==> src/rtl/hex_entry_if.sv <==
// hex_entry_if: keypad pulses in, entry state and committed-value stream out
interface hex_entry_if;
    logic [15:0] key;
    logic        ent;
    logic        del;
    logic [31:0] value;
    logic [3:0]  count;
    logic [7:0]  disp_mask;
    logic        ovf;
    logic [31:0] out_data;
    logic        out_valid;
    logic        out_ready;
    modport master (
        output key, ent, del, out_ready,
        input  value, count, disp_mask, ovf, out_data, out_valid
    );
    modport slave (
        input  key, ent, del, out_ready,
        output value, count, disp_mask, ovf, out_data, out_valid
    );
endinterface

==> src/rtl/hex_entry.sv <==
// hex_entry: hex keypad entry buffer with backspace, overflow flag and a valid/ready commit port
module hex_entry #(
    parameter int MAX_DIGITS = 8
) (
    input logic       clk,
    input logic       rst,
    hex_entry_if.slave bus
);
    localparam logic [3:0] MAX = 4'(MAX_DIGITS);
    logic [31:0] r_value;
    logic [31:0] r_out_data;
    logic [3:0]  r_count;
    logic        r_ovf;
    logic        r_out_valid;
    logic [3:0]  w_digit;
    logic        w_key;
    logic        w_xfer;
    logic        w_commit;
    logic        w_del;
    logic        w_push;
    logic        w_drop;
    // descending scan leaves the lowest set key bit as the digit
    always_comb begin
        w_digit = '0;
        for (int i = 15; i >= 0; i--) w_digit = bus.key[i] ? 4'(i) : w_digit;
    end
    assign w_key    = |bus.key;
    assign w_xfer   = r_out_valid & bus.out_ready;
    assign w_commit = bus.ent & (r_count != 0) & (~r_out_valid | bus.out_ready);
    assign w_del    = ~bus.ent & bus.del & (r_count != 0);
    assign w_push   = ~bus.ent & ~bus.del & w_key & (r_count < MAX);
    assign w_drop   = ~bus.ent & ~bus.del & w_key & (r_count == MAX);
    always_ff @(posedge clk) begin
        if (rst) begin
            r_value     <= '0;
            r_count     <= '0;
            r_ovf       <= 1'b0;
            r_out_data  <= '0;
            r_out_valid <= 1'b0;
        end else if (w_commit) begin
            r_out_data  <= r_value;
            r_out_valid <= 1'b1;
            r_value     <= '0;
            r_count     <= '0;
            r_ovf       <= 1'b0;
        end else begin
            if (w_xfer) r_out_valid <= 1'b0;
            if (w_del) begin
                r_value <= r_value >> 4;
                r_count <= r_count - 4'd1;
                r_ovf   <= 1'b0;
            end
            if (w_push) begin
                r_value <= {r_value[27:0], w_digit};
                r_count <= r_count + 4'd1;
            end
            if (w_drop) r_ovf <= 1'b1;
        end
    end
    assign bus.value     = r_value;
    assign bus.count     = r_count;
    assign bus.disp_mask = ~(8'hFF << r_count);
    assign bus.ovf       = r_ovf;
    assign bus.out_data  = r_out_data;
    assign bus.out_valid = r_out_valid;
endmodule

==> src/flat_wrapper.sv <==
// flat-port wrapper written by rule: the top's interface ports become plain ports
module hex_entry_flat 
#(
    parameter int MAX_DIGITS = 8
)
  (clk, rst, bus_key, bus_ent, bus_del, bus_out_ready, bus_value, bus_count, bus_disp_mask, bus_ovf, bus_out_data, bus_out_valid);
  hex_entry_if bus_i ();
  input logic clk;
  input logic rst;
  input wire logic [$bits(bus_i.key)-1:0] bus_key;
  input wire logic [$bits(bus_i.ent)-1:0] bus_ent;
  input wire logic [$bits(bus_i.del)-1:0] bus_del;
  input wire logic [$bits(bus_i.out_ready)-1:0] bus_out_ready;
  output wire logic [$bits(bus_i.value)-1:0] bus_value;
  output wire logic [$bits(bus_i.count)-1:0] bus_count;
  output wire logic [$bits(bus_i.disp_mask)-1:0] bus_disp_mask;
  output wire logic [$bits(bus_i.ovf)-1:0] bus_ovf;
  output wire logic [$bits(bus_i.out_data)-1:0] bus_out_data;
  output wire logic [$bits(bus_i.out_valid)-1:0] bus_out_valid;
  assign bus_i.key = bus_key;
  assign bus_i.ent = bus_ent;
  assign bus_i.del = bus_del;
  assign bus_i.out_ready = bus_out_ready;
  assign bus_value = bus_i.value;
  assign bus_count = bus_i.count;
  assign bus_disp_mask = bus_i.disp_mask;
  assign bus_ovf = bus_i.ovf;
  assign bus_out_data = bus_i.out_data;
  assign bus_out_valid = bus_i.out_valid;
  hex_entry #(.MAX_DIGITS(MAX_DIGITS)) u_core (.clk(clk), .rst(rst), .bus(bus_i));
endmodule
==> config.mk <==
export PLATFORM = sky130hd
export DESIGN_NAME = hex_entry_flat
export DESIGN_NICKNAME = d
export VERILOG_FILES = /design/src/rtl/hex_entry_if.sv /design/src/rtl/hex_entry.sv /design/src/flat_wrapper.sv
export SDC_FILE = /design/constraint.sdc
export NUM_CORES = 1
export LEC_CHECK = 0
export ABC_CLOCK_PERIOD_IN_PS = 3500
export CAP_MARGIN = 15
export CELL_PAD_IN_SITES_DETAIL_PLACEMENT = 2
export CELL_PAD_IN_SITES_GLOBAL_PLACEMENT = 2
export CORE_MARGIN = 2
export CORE_UTILIZATION = 26
export CTS_BUF_LIST = sky130_fd_sc_hd__clkbuf_8
export DETAILED_ROUTE_END_ITERATION = 6
export GPL_TIMING_DRIVEN = 0
export PLACE_DENSITY = 0.85
export SYNTH_ARGS = -nofsm -noshare
export SYNTH_HDL_FRONTEND = slang
export SYNTH_SLANG_ARGS = --single-unit
==> constraint.sdc <==
create_clock -name clk -period 3.5 [get_ports clk]
set_clock_uncertainty 0.1 [all_clocks]
set_input_delay 0.7 -clock clk [delete_from_list [all_inputs] [get_ports clk]]
set_output_delay 0.7 -clock clk [all_outputs]
set_load 0.01 [all_outputs]
Word level (Yosys, flattened, before mapping)
Cells that the tools add are included.

word-level totals
  register bits = 70
  input port bits = 21

operators by class
  add/sub/neg operators = 2
  reduce and logical (&&, ||, !) cells = 6
  order comparisons = 1
  shifts and indexed selects = 1
  eq/ne operators = 1
  bitwise logic cells = 14
  multiplexer cells = 24

operators with widths
  operator                                                             number
  4-bit two-way mux                                                    18
  32-bit two-way mux                                                   2
  16-bit OR reduction                                                  1
  1-bit bitwise AND                                                    9
  8-bit NOT                                                            1
  8-bit by 4-bit << shifter with 8-bit output (first input constant)   1
  2-bit nonzero test                                                   3
  4-bit by 1-bit adder with 4-bit output (second input constant)       1
  4-bit equality test (second input constant)                          1
  4-bit < comparator (second input constant)                           1
  1-bit two-way mux                                                    4
  4-bit nonzero test                                                   1
  4-bit by 1-bit subtractor with 4-bit output (second input constant)  1
  1-bit NOT                                                            3
  2-bit OR reduction                                                   1
  1-bit bitwise OR                                                     1

Logic depth before layout (Yosys ltp)
  word-level depth = 17
  gate-level depth with buffers = 11

Least setup slack after synthesis
No wires, ideal clock.

  path type = input to register
  start = input port bus_key[4]
  end = register u_core.r_count[3], in the netlist u_core.bus.count[3]
  slack = 0.521 ns
  path buffers = 1
  arrival = 2.762 ns
  stages on the path = 9
  setup time = 0.116 ns
  required time = 3.284 ns
  cells stage by stage = nor4_1 > a41oi_2 > inv_1 > buf_4 > ha_1 > a21o_1 > a21oi_1 > o21ai_1 > o211a_1

on the way
  cells in the longest elaborated chain, start to end = 4

RTL lines
  item                                                     RTL line            source
  from (decl)                                              flat_wrapper.sv:10  input wire logic [$bits(bus_i.key)-1:0] bus_key;
  16-bit OR reduction (*)                                  hex_entry.sv:27     assign w_key = |bus.key;
  1-bit bitwise AND (*) (2 in a row)                       hex_entry.sv:31     assign w_push = ~bus.ent & ~bus.del & w_key & (r_count < MAX);
  4-bit two-way mux or 2-bit nonzero test (tied branches)  -
  to (signal assigned)                                     hex_entry.sv:50     r_count <= r_count - 4'd1;
  to (signal assigned)                                     hex_entry.sv:55     r_count <= r_count + 4'd1;
  to (decl)                                                hex_entry.sv:12     logic [3:0] r_count;

Mark *: on every way between the ends. The rest lies on a longest branch, timed or not.
A chain may end at the register's enable or synchronous reset.

Final worst setup path
  start = input port bus_ent
  end = register u_core.r_count[3], in the netlist u_core.bus.count[3]

on the way
  cells in the longest elaborated chain, start to end = 5

RTL lines
  item                                                     RTL line                          source
  from (decl)                                              flat_wrapper.sv:11                input wire logic [$bits(bus_i.ent)-1:0] bus_ent;
  1-bit NOT                                                hex_entry.sv:30, hex_entry.sv:31
  1-bit bitwise AND (3 in a row)                           hex_entry.sv:31
  4-bit two-way mux or 2-bit nonzero test (tied branches)  -

Several ways; a longest one is shown, not always the timed one.

==> flow_summary.yaml <==
status:
  status: "complete, no violations"
setup_path:
  cp_slowest_cell: "clkdlybuf4s50_1"
  path_delay_family: "compound AO/OA/AOI/OAI gates"
  rrSetupSlack_ns: 0.47
  critPathKind: "in2reg"
  max_stage_delay_ns: 0.50
  worstPathMaxFanout: 11
  start_kind: "input pin"
  cp-end-kind: "flip-flop"
  required_ns: 3.67
  cp_cell_sequence: "clkdlybuf4s50_1 -> or3_1 -> a41oi_2 -> inv_1 -> buf_4 -> ha_1 -> a21o_1 -> a21oi_1 -> o21ai_1 -> o211a_1"
  worstPathArrival_ns: 3.52
  rr_startpoint: "u_core.bus.count[3]$_SDFFE_PP0P_"
  cp-startpoint: "bus_ent"
  critPathBufInv: 3
global_routing:
  grt_pass1_wl_um: 18540
  grt_overflow_total: 0
  grt_util_all_layers: 0.1888
  grt_max_degree: 14
  antenna_found_initial: 0
  first_global_vias: 3452
worst_hold_path:
  hold_start: "u_core.bus.out_data[21]$_SDFFE_PP0P_"
  hp-class: "reg2reg"
cts:
  h-tree-depth: 3
  clock-sinks: 70
  root_buffer: "clkbuf_8"
  cts_made_buffers: 9
  cts.reportedPaths.clkPinSlew_ns: 0.09
  cts_setup_buffers: 0
  ctsHoldBuffers: 0
  clock_path_buffers: 2
  tritoncts: "built"
  clk_latency_ns: 0.37
logic_synthesis:
  syn_nets: 390
  synthCells: 366
  ys_warn_count: 0
  synth_area_leaders: "dfxtp_1 (47%), nand2_1 (13%), a21oi_1 (11%), a22oi_1 (5.0%), buf_6 (3.0%)"
  async_reset_ff_frac: 0
  synth_cell_type_count: 46
  synthFlopType: "dfxtp_1"
  synth_top_area_share: 0.4674
  yosys.area.top_type: "dfxtp_1"
  synth.avg_cell_area_um2: 8.191
  synth-seq-cells: 70
  synth_edf_count: 0
  synth_area_um2: 2998
  yosysSeqAreaShare: 0.4674
sta:
  worstMarginPinSlew_ns: 0.6480
  finalHoldViolCount: 0
  tns_ns: 0
  drv_slew: 0
  fin_crit_sh: 0.9592
  fin_ws_ns: 0.1429
  min_period_ns: 3.357
  rsz0062_at_grt: "false"
  setup_viol: 0
  max_slew_margin: 0.5680
  fmax_mhz: 297.9
place:
  place_hpwl_um: 8310
  place_inst: 606
  portBuffers: 97
  pre_cts_ws_ns: -0.5309
  place.gp.congestion: 0.7647
drt:
  wire_per_inst_um: 18.96
  drc: 0
  ant_nets: 0
  drt_iter0_drc: 141
  dr_total_vias: 3142
  routed_wirelength_um: 11790
  routed_via_density: 5.051
  drt_first_pass_iters: 4
floorplanning:
  start_util: 0.2648
  rows: 39
  fp.dieW_um: 111.4
  dieArea_um2: 12410
  die_height_um: 111.4
  ios: 99
  core_um2: 11320
final_layout:
  area_growth_pct: 46.66
  n_antenna_cell: 0
  drive_above_1_share: 0.07724
  final-instance-count-excl-fill: 622
  nets: 498
  final_core_util: 0.3884
pwr:
  max-vdd-ir-drop_v: 0.0003142
  totalPowerFinal_mw: 2.832
  leakage_nw: 1.432
  powerDensity_nw_per_um2: 644.1
job:
  cap_violations: 0
metrics by stage:
stage,instance area (µm²),hold WS [ns]
floorplan,2998,0.3762
global placement,4148,0.3421
detailed placement,4148,0.3522
CTS,4367,0.3653
global route,4397,0.3799
finish,4397,0.3581
synthesized netlist by cell type, drive strengths merged, types with 2 or more instances:
cell,n
nand2b,4
a22oi,20
ha,2
nor3,4
nor2b,2
a21o,3
dfxtp,70
a21oi,64
clkbuf,17
buf,12
nor4,6
or3,3
o31ai,3
o21ai,3
nand3,8
a311oi,4
inv,5
nand2,103
nor2,11
metal layers:
metal,vias up,routed length (µm),GRT usage
met1,1566,5130,0.2279
li1,1493,-,-
met2,67,6110,0.3411
met5,-,0,0
met3,16,318,0.03212
met4,0,233,0.06173
report_power, final:
group | leakage [nW] | switching, mW | total (mW) | internal (mW)
Combinational | 0.764 | 0.699 | 1.20 | 0.503
Sequential | 0.565 | 0.0802 | 0.933 | 0.853
Clock | 0.103 | 0.345 | 0.697 | 0.352
Total | 1.43 | 1.12 | 2.83 | 1.71
cells in the final DEF, fill, tap and decap left out, types with 2 or more instances in the layout:
master,instances
a21o_1,3
a22oi_1,20
a311oi_1,4
nor2b_1,2
buf_6,8
a21oi_1,64
clkinv_4,2
clkbuf_1,17
nand3_1,7
nor3_1,4
o21ai_0,2
nor2_1,10
clkbuf_8,10
o31ai_1,3
or3_1,3
ha_1,2
nand2b_1,4
inv_1,5
nor4_1,2
nand2_1,103
buf_4,3
nor4_2,2
dfxtp_1,70
nor4_4,2
clkdlybuf4s50_1,97
worst min-delay path: stages (launching register included):
cell and delay, ns:
dfxtp_1 0.31, nand2_1 0.05, a21oi_1 0.05
cell type report:
class,count,area (µm²)
multi-input combinational,262,1440
sequential,70,1401
timing repair buffer,97,970.9
clock inverter,6,68.82
fill,1291,6924
inverter,5,18.77
tap,143,178.9
buffer,29,180.2
clock buffer,10,137.6
repair_timing:
action | 4_1_cts | 5_1_grt
cloned | 0 | 0
setup endpoints to repair | 1 | 1
endpoints found under the hold margin | 0 | 0
gates resized for setup | 2 | 4
worst paths after layout:
| kind | to | depth (start not counted) |
|---|---|---|
| setup / recovery | u_core.bus.count[3]$_SDFFE_PP0P_ | 10 |
| hold reg to reg | u_core.bus.out_data[21]$_SDFFE_PP0P_ | 2 |
| setup reg to reg | u_core.bus.count[3]$_SDFFE_PP0P_ | 10 |
| hold / removal | u_core.bus.out_data[21]$_SDFFE_PP0P_ | 2 |
flip-flops by register name (all words and copies together) (netlist names):
register and count:
u_core.bus.ovf 1, u_core.bus.out_data 32, u_core.bus.value 32, u_core.bus.out_valid 1
u_core.bus.count 4
logic make-up after synthesis:
| family | after synthesis | share of synthesized area |
|---|---|---|
| adders and majority gates | 3 | 0.01502 |
| AOI/OAI and AO/OA | 107 | 0.2195 |
| DFF | 70 | 0.4674 |
| xor gates and xnor gates | 2 | 0.005844 |
| and+or+nand+nor | 149 | 0.2225 |
| buffers and inverters | 34 | 0.06636 |
| muxes | 1 | 0.003339 |
(Power assumes the default switching activity.)
